===== src/rtl/rc_approx_pkg.sv =====
// rc_approx_pkg: shared constants and the approximate-cell result type
// for the approximate ripple-carry adder/subtractor family.
package rc_approx_pkg;
    localparam int DEF_WIDTH       = 8;
    localparam int DEF_APPROX_BITS = 2;
    localparam int ERR_W           = 32;
    localparam int CNT_W           = 16;
    typedef logic [1:0] cell_t;  // {carry, sum}
endpackage


===== src/rtl/FullAdder.sv =====
// FullAdder: exact one-bit full adder used above the approximate segment.
module FullAdder (
    input  logic a,
    input  logic b,
    input  logic cin,
    output logic s,
    output logic cout
);
    assign s    = a ^ b ^ cin;
    assign cout = (a & b) | (a & cin) | (b & cin);
endmodule


===== src/rtl/approx_sub_cell.sv =====
// approx_sub_cell: area/MSE-optimised approximate adder cell; the sum ignores
// the propagate term and the carry is forced high whenever carry-in is low.
module approx_sub_cell
    import rc_approx_pkg::*;
(
    input  logic  x,
    input  logic  y,
    input  logic  z,
    output cell_t res
);
    logic g;
    assign g   = x & y;
    assign res = {~z | g, z ^ g};
endmodule


===== src/rtl/rc_sub_pipe_approx.sv =====
// rc_sub_pipe_approx: two-stage approximate ripple-carry subtractor (A + ~B + 1)
// with valid/ready handshake; error statistics built only with RC_SUB_ERR_STAT_EN.
module rc_sub_pipe_approx
    import rc_approx_pkg::*;
#(
    parameter int WIDTH       = DEF_WIDTH,
    parameter int APPROX_BITS = DEF_APPROX_BITS
) (
    input  logic             clk,
    input  logic             rst_n,
    input  logic             in_valid,
    output logic             in_ready,
    input  logic [WIDTH-1:0] in_a,
    input  logic [WIDTH-1:0] in_b,
    output logic             out_valid,
    input  logic             out_ready,
    output logic [WIDTH:0]   out_diff,
    input  logic             stat_clr,
    output logic [ERR_W-1:0] err_sq_acc,
    output logic [CNT_W-1:0] sample_cnt
);
    localparam int AB = APPROX_BITS;
    localparam int HW = WIDTH - AB;
    localparam int PW = 2 * HW + AB + 1;

    // Stage-1 payload layout: {yn_hi, a_hi, carry, low_diff}
    logic [WIDTH-1:0] yn;
    logic [AB:0]      c1;
    logic [WIDTH:AB]  c2;
    logic [PW-1:0]    p1, s1;
    logic [WIDTH:0]   d2;
    logic             s1_valid, s2_can_load, s1_load;

    assign yn          = ~in_b;
    assign c1[0]       = 1'b1;
    assign p1[AB]      = c1[AB];
    assign c2[AB]      = s1[AB];
    assign d2[WIDTH]   = c2[WIDTH];
    assign s2_can_load = ~out_valid | out_ready;
    assign in_ready    = ~s1_valid | s2_can_load;
    assign s1_load     = in_valid & in_ready;

    for (genvar i = 0; i < WIDTH; i++) begin : g_bit
        if (i < AB) begin : g_apx
            cell_t r;
            approx_sub_cell u_cell (.x(in_a[i]), .y(yn[i]), .z(c1[i]), .res(r));
            assign c1[i+1] = r[1];
            assign p1[i]   = r[0];
            assign d2[i]   = s1[i];
        end else begin : g_ex
            assign p1[i+1]      = in_a[i];
            assign p1[i+1+HW]   = yn[i];
            FullAdder u_fa (.a(s1[i+1]), .b(s1[i+1+HW]), .cin(c2[i]), .s(d2[i]), .cout(c2[i+1]));
        end
    end

    always_ff @(posedge clk or negedge rst_n) begin
        if (!rst_n) begin
            s1_valid  <= 1'b0;
            s1        <= '0;
            out_valid <= 1'b0;
            out_diff  <= '0;
        end else begin
            if (s1_load) s1 <= p1;
            if (s1_load | s2_can_load) s1_valid <= s1_load;
            if (s2_can_load) begin
                out_valid <= s1_valid;
                if (s1_valid) out_diff <= d2;
            end
        end
    end

`ifdef RC_SUB_ERR_STAT_EN
    logic [WIDTH:0]          ref1, s1_ref, out_ref;
    logic signed [WIDTH+1:0] err;
    logic signed [63:0]      e64;
    logic [63:0]             sq, sum;
    logic [ERR_W-1:0]        acc;
    logic [CNT_W-1:0]        cnt;

    assign ref1       = {1'b0, in_a} + {1'b0, yn} + (WIDTH+1)'(1);
    assign err        = $signed({1'b0, out_diff}) - $signed({1'b0, out_ref});
    assign e64        = 64'(err);
    assign sq         = e64 * e64;
    assign sum        = sq + {32'b0, acc};
    assign err_sq_acc = acc;
    assign sample_cnt = cnt;

    always_ff @(posedge clk or negedge rst_n) begin
        if (!rst_n) begin
            s1_ref  <= '0;
            out_ref <= '0;
            acc     <= '0;
            cnt     <= '0;
        end else begin
            if (s1_load) s1_ref <= ref1;
            if (s2_can_load && s1_valid) out_ref <= s1_ref;
            if (stat_clr) begin
                acc <= '0;
                cnt <= '0;
            end else if (out_valid && out_ready) begin
                acc <= |sum[63:ERR_W] ? '1 : sum[ERR_W-1:0];
                cnt <= &cnt ? cnt : cnt + 1'b1;
            end
        end
    end
`else
    logic unused_stat_clr;
    assign unused_stat_clr = stat_clr;
    assign err_sq_acc      = '0;
    assign sample_cnt      = '0;
`endif
endmodule


===== config.mk =====
export PLATFORM = sky130hd
export DESIGN_NAME = rc_sub_pipe_approx
export DESIGN_NICKNAME = d
export VERILOG_FILES = /design/src/rtl/rc_approx_pkg.sv /design/src/rtl/FullAdder.sv /design/src/rtl/approx_sub_cell.sv /design/src/rtl/rc_sub_pipe_approx.sv
export SDC_FILE = /design/constraint.sdc
export NUM_CORES = 1
export LEC_CHECK = 0
export ABC_AREA = 1
export CAP_MARGIN = 20
export CORE_ASPECT_RATIO = 1.75
export CORE_MARGIN = 4
export CORE_UTILIZATION = 43
export DETAILED_ROUTE_END_ITERATION = 6
export PLACE_DENSITY = 0.91
export SYNTH_ARGS = -nofsm -noshare
export SYNTH_HDL_FRONTEND = slang
export SYNTH_HIERARCHICAL = 1
export SYNTH_SLANG_ARGS = --single-unit

===== constraint.sdc =====
create_clock -name clk -period 5.2 [get_ports clk]
set_input_delay 0.52 -clock clk [delete_from_list [all_inputs] [get_ports clk]]
set_output_delay 0.52 -clock clk [all_outputs]
set_load 0.005 [all_outputs]

==> Yosys cells after proc, flatten, opt, wreduce, memory -nomap -nowiden <==
Cells that the tools add are included.
{ "word_totals": {"word_cells": 59, "reg_bits": 26, "output_inout_bits": 59} }
{ "classes": {"reduce_logical": 1, "n_bitwise": 54} }
{ "ops": {"columns": ["cell", "n"], "rows": [
  ["AND 1 bit", 21],
  ["OR 1 bit", 16],
  ["bitwise XOR 1 bit", 13],
  ["NOT 8 bit", 1],
  ["NOT 1 bit", 3],
  ["AND reduction 2 bit", 1]
]} }

==> Longest topological paths before layout <==
Gate-level depths: netlist of run 1.
{ "logic_depth": {"ltp_word": 18, "mapped_depth": 8, "ltp_nobuf": 8} }

==> By module <==
Netlist of run 1, hierarchy kept.
{ "by_module_without_submodules": {"columns": ["module", "area_per_inst_um2", "instances", "cells_each"], "rows": [
  ["rc_sub_pipe_approx", 1440.1, 1, 169],
  ["FullAdder", 20.0, 6, 1],
  ["approx_sub_cell", 23.8, 2, 4]
]} }

==> Least setup slack after synthesis of run 1 <==
No wires, ideal clock.
{ "synth_timing": {"path_kind": "reg2reg", "start": "register s1[3]", "end": "register out_diff[7]", "period_less_slack_ns": 2.995, "t_arrival_ns": 2.930, "slack_ns": 2.205, "path_stages_with_launch": 9, "cell_sequence": "dfrtp_1 fa_1 fa_1 fa_1 fa_1 fa_1 fa_1 nand3_1 nand2_1"} }
{ "synth_between": {"elab_chain_len": 16, "elab_cells_between_ends": 21} }
{ "synth_rtl": {"columns": ["item", "line_no", "text"], "rows": [
  ["from (decl)", "rc_sub_pipe_approx.sv:30", "logic [PW-1:0] p1, s1;"],
  ["from (signal assigned)", "rc_sub_pipe_approx.sv:64", "if (s1_load) s1 <= p1;"],
  ["AND 1 bit", "FullAdder.sv:10", "assign cout = (a & b) | (a & cin) | (b & cin);"],
  ["OR 1 bit * (2 in a row)", "FullAdder.sv:10", null],
  ["net c2 (one bit)", "rc_sub_pipe_approx.sv:29", "logic [WIDTH:AB] c2;"],
  ["AND 1 bit", "FullAdder.sv:10", null],
  ["OR 1 bit", "FullAdder.sv:10", null],
  ["OR 1 bit *", "FullAdder.sv:10", null],
  ["net c2 (one bit)", "rc_sub_pipe_approx.sv:29", null],
  ["AND 1 bit", "FullAdder.sv:10", null],
  ["[... 2 more ...]", null, null],
  ["net c2 (one bit)", "rc_sub_pipe_approx.sv:29", null],
  ["[... 2 more ...]", null, null],
  ["OR 1 bit *", "FullAdder.sv:10", null],
  ["net c2 (one bit)", "rc_sub_pipe_approx.sv:29", null],
  ["AND 1 bit", "FullAdder.sv:10", null],
  ["OR 1 bit", "FullAdder.sv:10", null],
  ["OR 1 bit *", "FullAdder.sv:10", null],
  ["net c2 (one bit)", "rc_sub_pipe_approx.sv:29", null],
  ["bitwise XOR 1 bit *", "FullAdder.sv:9", "assign s = a ^ b ^ cin;"],
  ["net d2[7]", "rc_sub_pipe_approx.sv:31", "logic [WIDTH:0] d2;"],
  ["to (signal assigned)", "rc_sub_pipe_approx.sv:62", "out_diff <= '0;"],
  ["to (signal assigned)", "rc_sub_pipe_approx.sv:68", "if (s1_valid) out_diff <= d2;"],
  ["to (decl)", "rc_sub_pipe_approx.sv:17", "output logic [WIDTH:0] out_diff,"]
]} }
Mark *: on every way through the listed nets, which the timed path passes. The rest lies on a longest branch.
A chain may end at the register's enable or synchronous reset.

==> Final worst setup path of run 1 <==
Same ends and word-level chain as after synthesis.

==> impl_metrics.json, run 1 <==
{
  "synth_cells": 183,
  "crit_family": "adder cells",
  "nNetsFinal": 241,
  "num_rows": 29,
  "cts-htree-levels": 1,
  "drc": 0,
  "syn-cell-area_sq_mm": 0.00161,
  "clock_latency_ps": 270,
  "crit_cells": 8,
  "rsz0062_at_grt": "no",
  "layout_commonest_cell": "nand2_1",
  "worst_slew_pin_slew_ps": 578,
  "clock_sinks": 26,
  "path_buf_inv": 0,
  "worstReg2RegStart": "s1[3]$_DFFE_PN0P_",
  "grt_pass1_wl_mm": 4.11,
  "grt_pass1_vias": 946,
  "r2r_cells": 8,
  "hp-class": "reg2reg",
  "area_delta_synth_final_pct": 14.4,
  "crit_top_cell": "fa_1",
  "finalMaxSlewViolations": 0,
  "ios": 80,
  "cts_setup_buffers": 0,
  "layout_common_cells": "53 x nand2_1, 49 x conb_1, 30 x clkdlybuf4s50_1",
  "cp-end-kind": "flip-flop",
  "cts-resized-gates": 0,
  "clkTransAtPathRegs_ps": 90,
  "worstPathMaxFanout": 2,
  "gp_congestion": 0.771,
  "max_cap_violations": 0,
  "drt_iter0_drc": 13,
  "fin_ws_ps": 2040,
  "fmaxAchievable_ghz": 0.316,
  "arrival_ps": 3370,
  "r2r_slack_ps": 2040,
  "p_leak_uw": 0.00100,
  "p_per_area_mw_per_mm2": 356,
  "hold_viol_final": 0,
  "diodes": 0,
  "dp_slack_ps": 2080,
  "drive_gt1_share_pct": 3.79,
  "setup_tns_ps": 0,
  "fin_crit_sh_pct": 60.9,
  "vias": 1058,
  "clockBufferDepth": 2,
  "grt_start_max_net_pins": 27,
  "die_area_sq_mm": 0.00482,
  "cts-buffers-inserted": 3,
  "hpwl_mm": 2.10,
  "timing.slew.headroom_pct": 61.4,
  "routedWlPerCell_um": 10.1,
  "cp.required_ps": 5410,
  "cts-root-buf": "clkbuf_8",
  "wl_mm": 2.60,
  "final_antenna_net_count": 0,
  "nFillCells": 335,
  "grt_overflow": 0,
  "ir_drop_mv": 0.213,
  "start_util_pct": 44.3,
  "coreArea_sq_mm": 0.00363,
  "timing.rr.end": "out_diff[7]$_DFFE_PN0P_",
  "antenna_found_initial": 0,
  "worstPathCellList": "fa_1 -> fa_1 -> fa_1 -> fa_1 -> fa_1 -> fa_1 -> nand3_1 -> nand2_1",
  "die_x_um": 54.2,
  "crit_end": "out_diff[7]$_DFFE_PN0P_",
  "path_class": "reg2reg",
  "die_y_um": 88.9,
  "seq_area_frac_synth_pct": 40.5,
  "cts_hold_repair.buffers": 0,
  "ys_seq_elements": 26,
  "portBuffers": 30,
  "avgViaCountPerCell": 4.12,
  "status": "finished, final reports clean",
  "crit_start": "s1[3]$_DFFE_PN0P_",
  "fin_crit_ps": 3160,
  "worst_path_largest_cell_delay_ps": 490,
  "final-setup-viol-count": 0,
  "cts_tree": "done",
  "first_pass_iters": 4,
  "grt_use_total_pct": 11.8,
  "start_kind": "flip-flop",
  "skew_ps": 6.57,
  "slowest_stage": "fa_1",
  "ys_types": 14,
  "ys.warnings.count": 6,
  "syn_area_per_cell_sq_um": 8.79
}
-- synthesized netlist by cell type (all sizes together) --
| cell | number | share of area (%) |
|---|---|---|
| nand2 | 55 | 13 |
| buf | 53 | 25 |
| dfrtp | 26 | 40 |
| nand3 | 25 | 8.6 |
| inv | 13 | 3.0 |
| fa | 6 | 7.5 |
| conb | 2 | 0.47 |
| ha | 2 | 1.6 |
| clkbuf | 1 | 0.31 |
-- power breakdown --
part / total (uW) / switching [uW] / internal [uW] / leakage (uW)
sequential: 289 / 35.8 / 253 / 0.000318
clock: 167 / 64.0 / 103 / 0.0000357
combinational: 199 / 88.5 / 111 / 0.000649
total: 655 / 188 / 467 / 0.00100
-- stage by stage --
stage	hold WS (ps)	power (uW)	cell area, sq um	util [%]	std cells
after floorplan	224	413	1780	-	230
after global placement	455	483	1740	48.0	252
after detailed placement	462	495	1740	48.0	252
after CTS	484	659	1810	49.9	256
after global routing	520	705	1840	50.7	257
final	480	655	1840	50.7	257
-- per-layer routing --
layer / vias up / GRT usage, % / wire length [um]
li1: 516 / - / -
met1: 482 / 11.6 / 892
met5: - / 0 / 0
met3: 4 / 2.17 / 252
met2: 56 / 21.5 / 1380
met4: 0 / 7.48 / 73
-- sequential cells by signal (all words and copies together), names as in the netlist --
register,count
s1,15
s1_valid,1
out_diff,9
out_valid,1
-- worst min-delay path by stage --
stage | startpoint | end | slack [ps] | cells after the start
finish | out_diff[2]$_DFFE_PN0P_ | out_diff[2]$_DFFE_PN0P_ | 480 | 2
global route | out_diff[2]$_DFFE_PN0P_ | out_diff[2]$_DFFE_PN0P_ | 520 | 2
CTS | out_diff[2]$_DFFE_PN0P_ | out_diff[2]$_DFFE_PN0P_ | 480 | 2
detailed placement | out_diff[2]$_DFFE_PN0P_ | out_diff[2]$_DFFE_PN0P_ | 460 | 2
global placement | s1[0]$_DFFE_PN0P_ | s1[0]$_DFFE_PN0P_ | 460 | 2
floorplan | rst_n | out_diff[0]$_DFFE_PN0P_ | 220 | 0
-- cell families (layout without fill, tap and decap cells) --
family	Yosys count	after routing	share of synthesized area, %
buf+inv	67	48	28.0
simple gates	80	80	22.0
flops	26	26	40.5
other cells	2	49	0.467
fa+ha+maj	8	8	9.03
-- layout make-up --
| type | instances | area (sq um) | area share (%) |
|---|---|---|---|
| Inverter | 13 | 48.8 | 2.65 |
| Multi-Input combinational cell | 137 | 683 | 37.1 |
| Clock inverter | 1 | 30.0 | 1.63 |
| Tap cell | 46 | 57.6 | 3.13 |
| Timing Repair Buffer | 31 | 328 | 17.8 |
| Sequential cell | 26 | 651 | 35.4 |
| Clock buffer | 3 | 41.3 | 2.24 |
-- worst register-to-register path, cell delays in order, from the launching register on --
cell	delay, ps
dfrtp_1	410
fa_1	440
fa_1	400
fa_1	410
fa_1	400
fa_1	400
fa_1	490
nand3_1	70
nand2_1	80
Power figures use the tool's default switching activity.
==> inputs of run 2 (changes only) <==
Settings changed: CORE_UTILIZATION 43 to 40, PLACE_DENSITY 0.91 to 0.86.
Clock period 5.2 ns to 3.03 ns, I/O delays scaled along.
==> run 2 against run 1 <==
Net effect: clock skew shrank 5.1 ps; sequential share of layout area grew 0.096 points; hold slack lost 85 ps; core utilization shrank 3.2 points; via count shrank 2.6%; clock power grew 69%; count of clock-buffer cells in the layout is the same; die area grew 6.6%; register-to-register slack lost 1900 ps; non-clock buffer count is the same; routed wire length grew 0.12%; critical path depth is the same; largest cell class unchanged.
==> impl_metrics.json, run 2 (synthesis gave the netlist of run 1 again) <==
{
  "layout_common_cells": "53 x nand2_1, 49 x conb_1, 30 x clkdlybuf4s50_1",
  "worstPathMaxFanout": 2,
  "hp-class": "in2async",
  "p_comb_share_pct": 30.4,
  "grt_overflow": 0,
  "grt_pass1_wl_mm": 4.09,
  "clkTransAtPathRegs_ps": 90,
  "fmaxAchievable_ghz": 0.343,
  "nFillCells": 383,
  "fin_ws_ps": 111,
  "drive_gt1_share_pct": 6.16,
  "routedWlPerCell_um": 10.0,
  "layout_commonest_cell": "nand2_1",
  "coreArea_sq_mm": 0.00387,
  "gp_congestion": 0.731,
  "drt_iter0_drc": 11,
  "dp_slack_ps": -82.2,
  "cts-htree-levels": 1,
  "final-setup-viol-count": 0,
  "worst_path_largest_cell_delay_ps": 480,
  "max_cap_violations": 0,
  "grt_start_max_net_pins": 27,
  "grt_pass1_vias": 944,
  "p_leak_uw": 0.000989,
  "switching_share_pct": 28.4,
  "path_buf_inv": 0,
  "start_util_pct": 41.6,
  "drc": 0,
  "cts-root-buf": "clkbuf_8",
  "clock_sinks": 26,
  "hpwl_mm": 2.10,
  "cts_hold_repair.buffers": 0,
  "diodes": 0,
  "final_antenna_net_count": 0,
  "p_per_area_mw_per_mm2": 611,
  "die_area_sq_mm": 0.00514,
  "status": "finished, final reports clean",
  "grt_use_total_pct": 10.0,
  "ios": 80,
  "ir_drop_mv": 0.474,
  "timing.rr.end": "out_diff[7]$_DFFE_PN0P_",
  "antenna_found_initial": 0,
  "max_flop_register": "s1",
  "portBuffers": 30,
  "worstPathCellList": "fa_2 -> fa_2 -> fa_2 -> fa_2 -> fa_2 -> fa_1 -> nand3_1 -> nand2_1",
  "clkPwrFrac_pct": 25.2,
  "cp.required_ps": 3240,
  "p_int_uw": 802,
  "seqPwrFrac_pct": 44.4,
  "nNetsFinal": 241,
  "utilization_pct": 47.4,
  "cp-end-kind": "flip-flop",
  "reg_top3": "s1 (15), out_diff (9)",
  "setup_tns_ps": 0,
  "finalMaxSlewViolations": 0,
  "largest_register_ffs": 15,
  "cts-buffers-inserted": 3,
  "dpl-instance-area_sq_mm": 0.00175,
  "arrival_ps": 3130,
  "cts_tree": "done",
  "power_switching_uw": 318,
  "start_kind": "flip-flop",
  "path_class": "reg2reg",
  "crit_family": "adder cells",
  "fin_crit_sh_pct": 96.3,
  "avgViaCountPerCell": 3.98,
  "r2r_slack_ps": 110,
  "die_x_um": 55.9,
  "fin_crit_ps": 2920,
  "vias": 1030,
  "num_rows": 30,
  "die_y_um": 91.9,
  "clock_latency_ps": 270,
  "clockBufferDepth": 2,
  "worst_slew_pin_slew_ps": 589,
  "hold_viol_final": 0,
  "design_area_sq_mm": 0.00183,
  "wl_mm": 2.60,
  "finalPower_uw": 1120,
  "first_pass_iters": 2,
  "r2r_cells": 8,
  "skew_ps": 1.47,
  "timing.slew.headroom_pct": 60.6,
  "slowest_stage": "fa_1",
  "area_delta_synth_final_pct": 14.1,
  "crit_top_cell": "fa_2",
  "worstReg2RegStart": "s1[3]$_DFFE_PN0P_"
}
run 2: cell counts in the layout (fill, tap and decap cells not counted):
Identical to the previous run, type by type.
run 2: final cells by class:
type,instances,area [sq um],share of cell area (%)
repair buffers,31,308,16.8
clock buffers,3,41.3,2.25
multi-input cells,137,696,37.9
flip-flops and latches,26,651,35.5
well taps,48,60.1,3.27
inverters,13,48.8,2.66
clock inverters,1,30.0,1.64
run 2: worst max-delay path by stage:
stage | startpoint | to | slack, ps | cells after the start
5_1_grt | s1[3]$_DFFE_PN0P_ | out_diff[7]$_DFFE_PN0P_ | -9 | 8
6_report | s1[3]$_DFFE_PN0P_ | out_diff[7]$_DFFE_PN0P_ | 110 | 8
4_1_cts | s1[3]$_DFFE_PN0P_ | out_diff[7]$_DFFE_PN0P_ | 40 | 8
3_5_place_dp | s1[3]$_DFFE_PN0P_ | out_diff[7]$_DFFE_PN0P_ | -80 | 8
3_3_place_gp | s1[3]$_DFFE_PN0P_ | out_diff[7]$_DFFE_PN0P_ | -40 | 8
2_1_floorplan | s1[3]$_DFFE_PN0P_ | out_diff[7]$_DFFE_PN0P_ | 40 | 8
run 2: per-stage QoR:
step,std cells,hold WS (ps)
6_report,259,395
5_1_grt,259,425
4_1_cts,259,406
3_5_place_dp,255,460
3_3_place_gp,255,456
2_1_floorplan,230,7.41
run 2: power groups by stage:
stage	clock network, uW	registers [uW]	logic, uW
after detailed placement	0	506	339
after CTS	287	500	343
after floorplan	0	498	211
after global routing	301	516	395
after global placement	0	502	330
final	282	498	340
run 2: timing repair:
action                                  CTS  global route
endpoints found under the setup margin    2             1
gates resized for setup                   3             2
hold endpoints to repair                  0             0
buffers inserted                          0             0
run 2: routing by layer:
| layer | global-route usage [%] | part of all wire [%] | up-vias |
|---|---|---|---|
| met2 | 19.0 | 53 | 56 |
| met3 | 2.54 | 11 | 4 |
| met4 | 5.35 | 2.3 | 0 |
| met1 | 9.55 | 34 | 452 |
| met5 | 0 | 0 | - |
| li1 | - | - | 518 |
==> inputs of run 3 (changes only) <==
Settings changed: CORE_UTILIZATION 40 to 43, PLACE_DENSITY 0.86 to 0.9.
Clock period 3.03 ns to 3.4 ns, I/O delays scaled along.
==> run 3 against run 2 <==
Net effect: flip-flop and latch count is the same; worst setup slack gained 150 ps; count of clock-buffer cells in the layout did not move; sequential power decreased by 11%; maximum frequency down 7.1%; routed wire length decreased by 3.6%; cell count down 1.2%; core utilization up 2.4 points; cell area down 1.4%; largest cell class unchanged.
==> impl_metrics.json, run 3 (synthesis gave the netlist of run 1 again) <==
{
  "ios": 80,
  "gp_congestion": 0.783,
  "antenna_found_initial": 0,
  "layout_common_cells": "53 x nand2_1, 49 x conb_1, 30 x clkdlybuf4s50_1",
  "timing.slew.headroom_pct": 59.3,
  "hpwl_mm": 2.05,
  "drive_gt1_share_pct": 3.33,
  "routedWlPerCell_um": 9.79,
  "die_y_um": 88.9,
  "clockBufferDepth": 2,
  "grt_use_total_pct": 10.8,
  "start_kind": "flip-flop",
  "grt_pass1_wl_mm": 3.88,
  "cts_setup_buffers": 0,
  "max_cap_violations": 0,
  "cts_tree": "done",
  "portBuffers": 30,
  "grt_start_max_net_pins": 27,
  "hold_viol_final": 0,
  "wl_mm": 2.51,
  "layout_commonest_cell": "nand2_1",
  "drt_iter0_drc": 23,
  "arrival_ps": 3350,
  "coreArea_sq_mm": 0.00363,
  "finalPower_uw": 912,
  "grt_overflow": 0,
  "die_x_um": 54.2,
  "crit_family": "adder cells",
  "utilization_pct": 49.9,
  "fmaxAchievable_ghz": 0.318,
  "drc": 0,
  "finalMaxSlewViolations": 0,
  "p_per_area_mw_per_mm2": 504,
  "hp-class": "in2async",
  "reg_top3": "s1 (15), out_diff (9)",
  "cp.required_ps": 3610,
  "slowest_stage": "fa_1",
  "setup_tns_ps": 0,
  "cts-buffers-inserted": 3,
  "worst_slew_pin_slew_ps": 608,
  "num_rows": 29,
  "worstPathMaxFanout": 2,
  "diodes": 0,
  "cts_hold_repair.buffers": 0,
  "cts-root-buf": "clkbuf_8",
  "clock_latency_ps": 260,
  "crit_top_cell": "fa_1",
  "rsz0062_at_grt": "no",
  "path_buf_inv": 0,
  "cts-resized-gates": 0,
  "cts-htree-levels": 1,
  "fin_crit_ps": 3140,
  "path_class": "reg2reg",
  "clock_sinks": 26,
  "fin_crit_sh_pct": 92.4,
  "status": "finished, final reports clean",
  "avgViaCountPerCell": 4.14,
  "final_antenna_net_count": 0,
  "nNetsFinal": 241,
  "vias": 1061,
  "cp-end-kind": "flip-flop",
  "die_area_sq_mm": 0.00482,
  "final-setup-viol-count": 0,
  "worstPathCellList": "fa_1 -> fa_1 -> fa_1 -> fa_1 -> fa_1 -> fa_1 -> nand3_1 -> nand2_1",
  "first_pass_iters": 4,
  "skew_ps": 3.44,
  "p_leak_uw": 0.000988,
  "start_util_pct": 44.3,
  "worst_path_largest_cell_delay_ps": 490,
  "area_delta_synth_final_pct": 12.5,
  "ir_drop_mv": 0.268,
  "clkTransAtPathRegs_ps": 80,
  "max_flop_register": "s1",
  "largest_register_ffs": 15,
  "holdWs_ps": 355,
  "grt_pass1_vias": 924
}
[run 3: changes by cell type in the layout (fill, tap and decap cells not counted)]
cell / before / now
bufinv_16: 1 / 0
fa_1: 1 / 6
buf_4: 1 / 0
fa_2: 5 / 0
buf_16: 0 / 1
[run 3: area by class of cell]
type / instances / area, sq um
Multi-Input combinational cell: 137 / 683
Fill cell: 348 / 1820
Sequential cell: 26 / 651
Inverter: 13 / 48.8
Tap cell: 46 / 57.6
Clock buffer: 3 / 41.3
Timing Repair Buffer: 31 / 328
[run 3: worst paths after layout]
check                      slack [ps]                     from                 endpoint  cells past startpoint
setup reg to reg                  260        s1[3]$_DFFE_PN0P_  out_diff[7]$_DFFE_PN0P_                      8
hold / removal                    350                    rst_n  out_diff[5]$_DFFE_PN0P_                      1
setup / recovery                  260        s1[3]$_DFFE_PN0P_  out_diff[7]$_DFFE_PN0P_                      8
hold reg to reg                   480  out_diff[3]$_DFFE_PN0P_  out_diff[3]$_DFFE_PN0P_                      2
max in group asynchronous        2620                    rst_n  out_diff[2]$_DFFE_PN0P_                      2
min in group clk                  480  out_diff[3]$_DFFE_PN0P_  out_diff[3]$_DFFE_PN0P_                      2
[run 3: stage by stage]
step | setup slack [ps] | area [sq um] | std cells
floorplan | 405 | 1780 | 230
global placement | 319 | 1740 | 252
detailed placement | 277 | 1740 | 252
CTS | 258 | 1780 | 255
global route | 160 | 1810 | 256
finish | 257 | 1810 | 256
[run 3: per-layer routing]
layer	GRT usage, %	vias up	part of all wire [%]
met2	20.2	60	52
met5	0	-	0
met3	1.67	4	9.7
met4	5.44	0	2.1
li1	-	519	-
met1	11.1	478	36
[run 3: report_power, final]
group	internal, uW	switching [uW]	leakage [uW]	total, uW
Sequential	387	54.8	0.000318	442
Combinational	169	134	0.000649	303
Clock	79.2	87.2	0.0000216	166
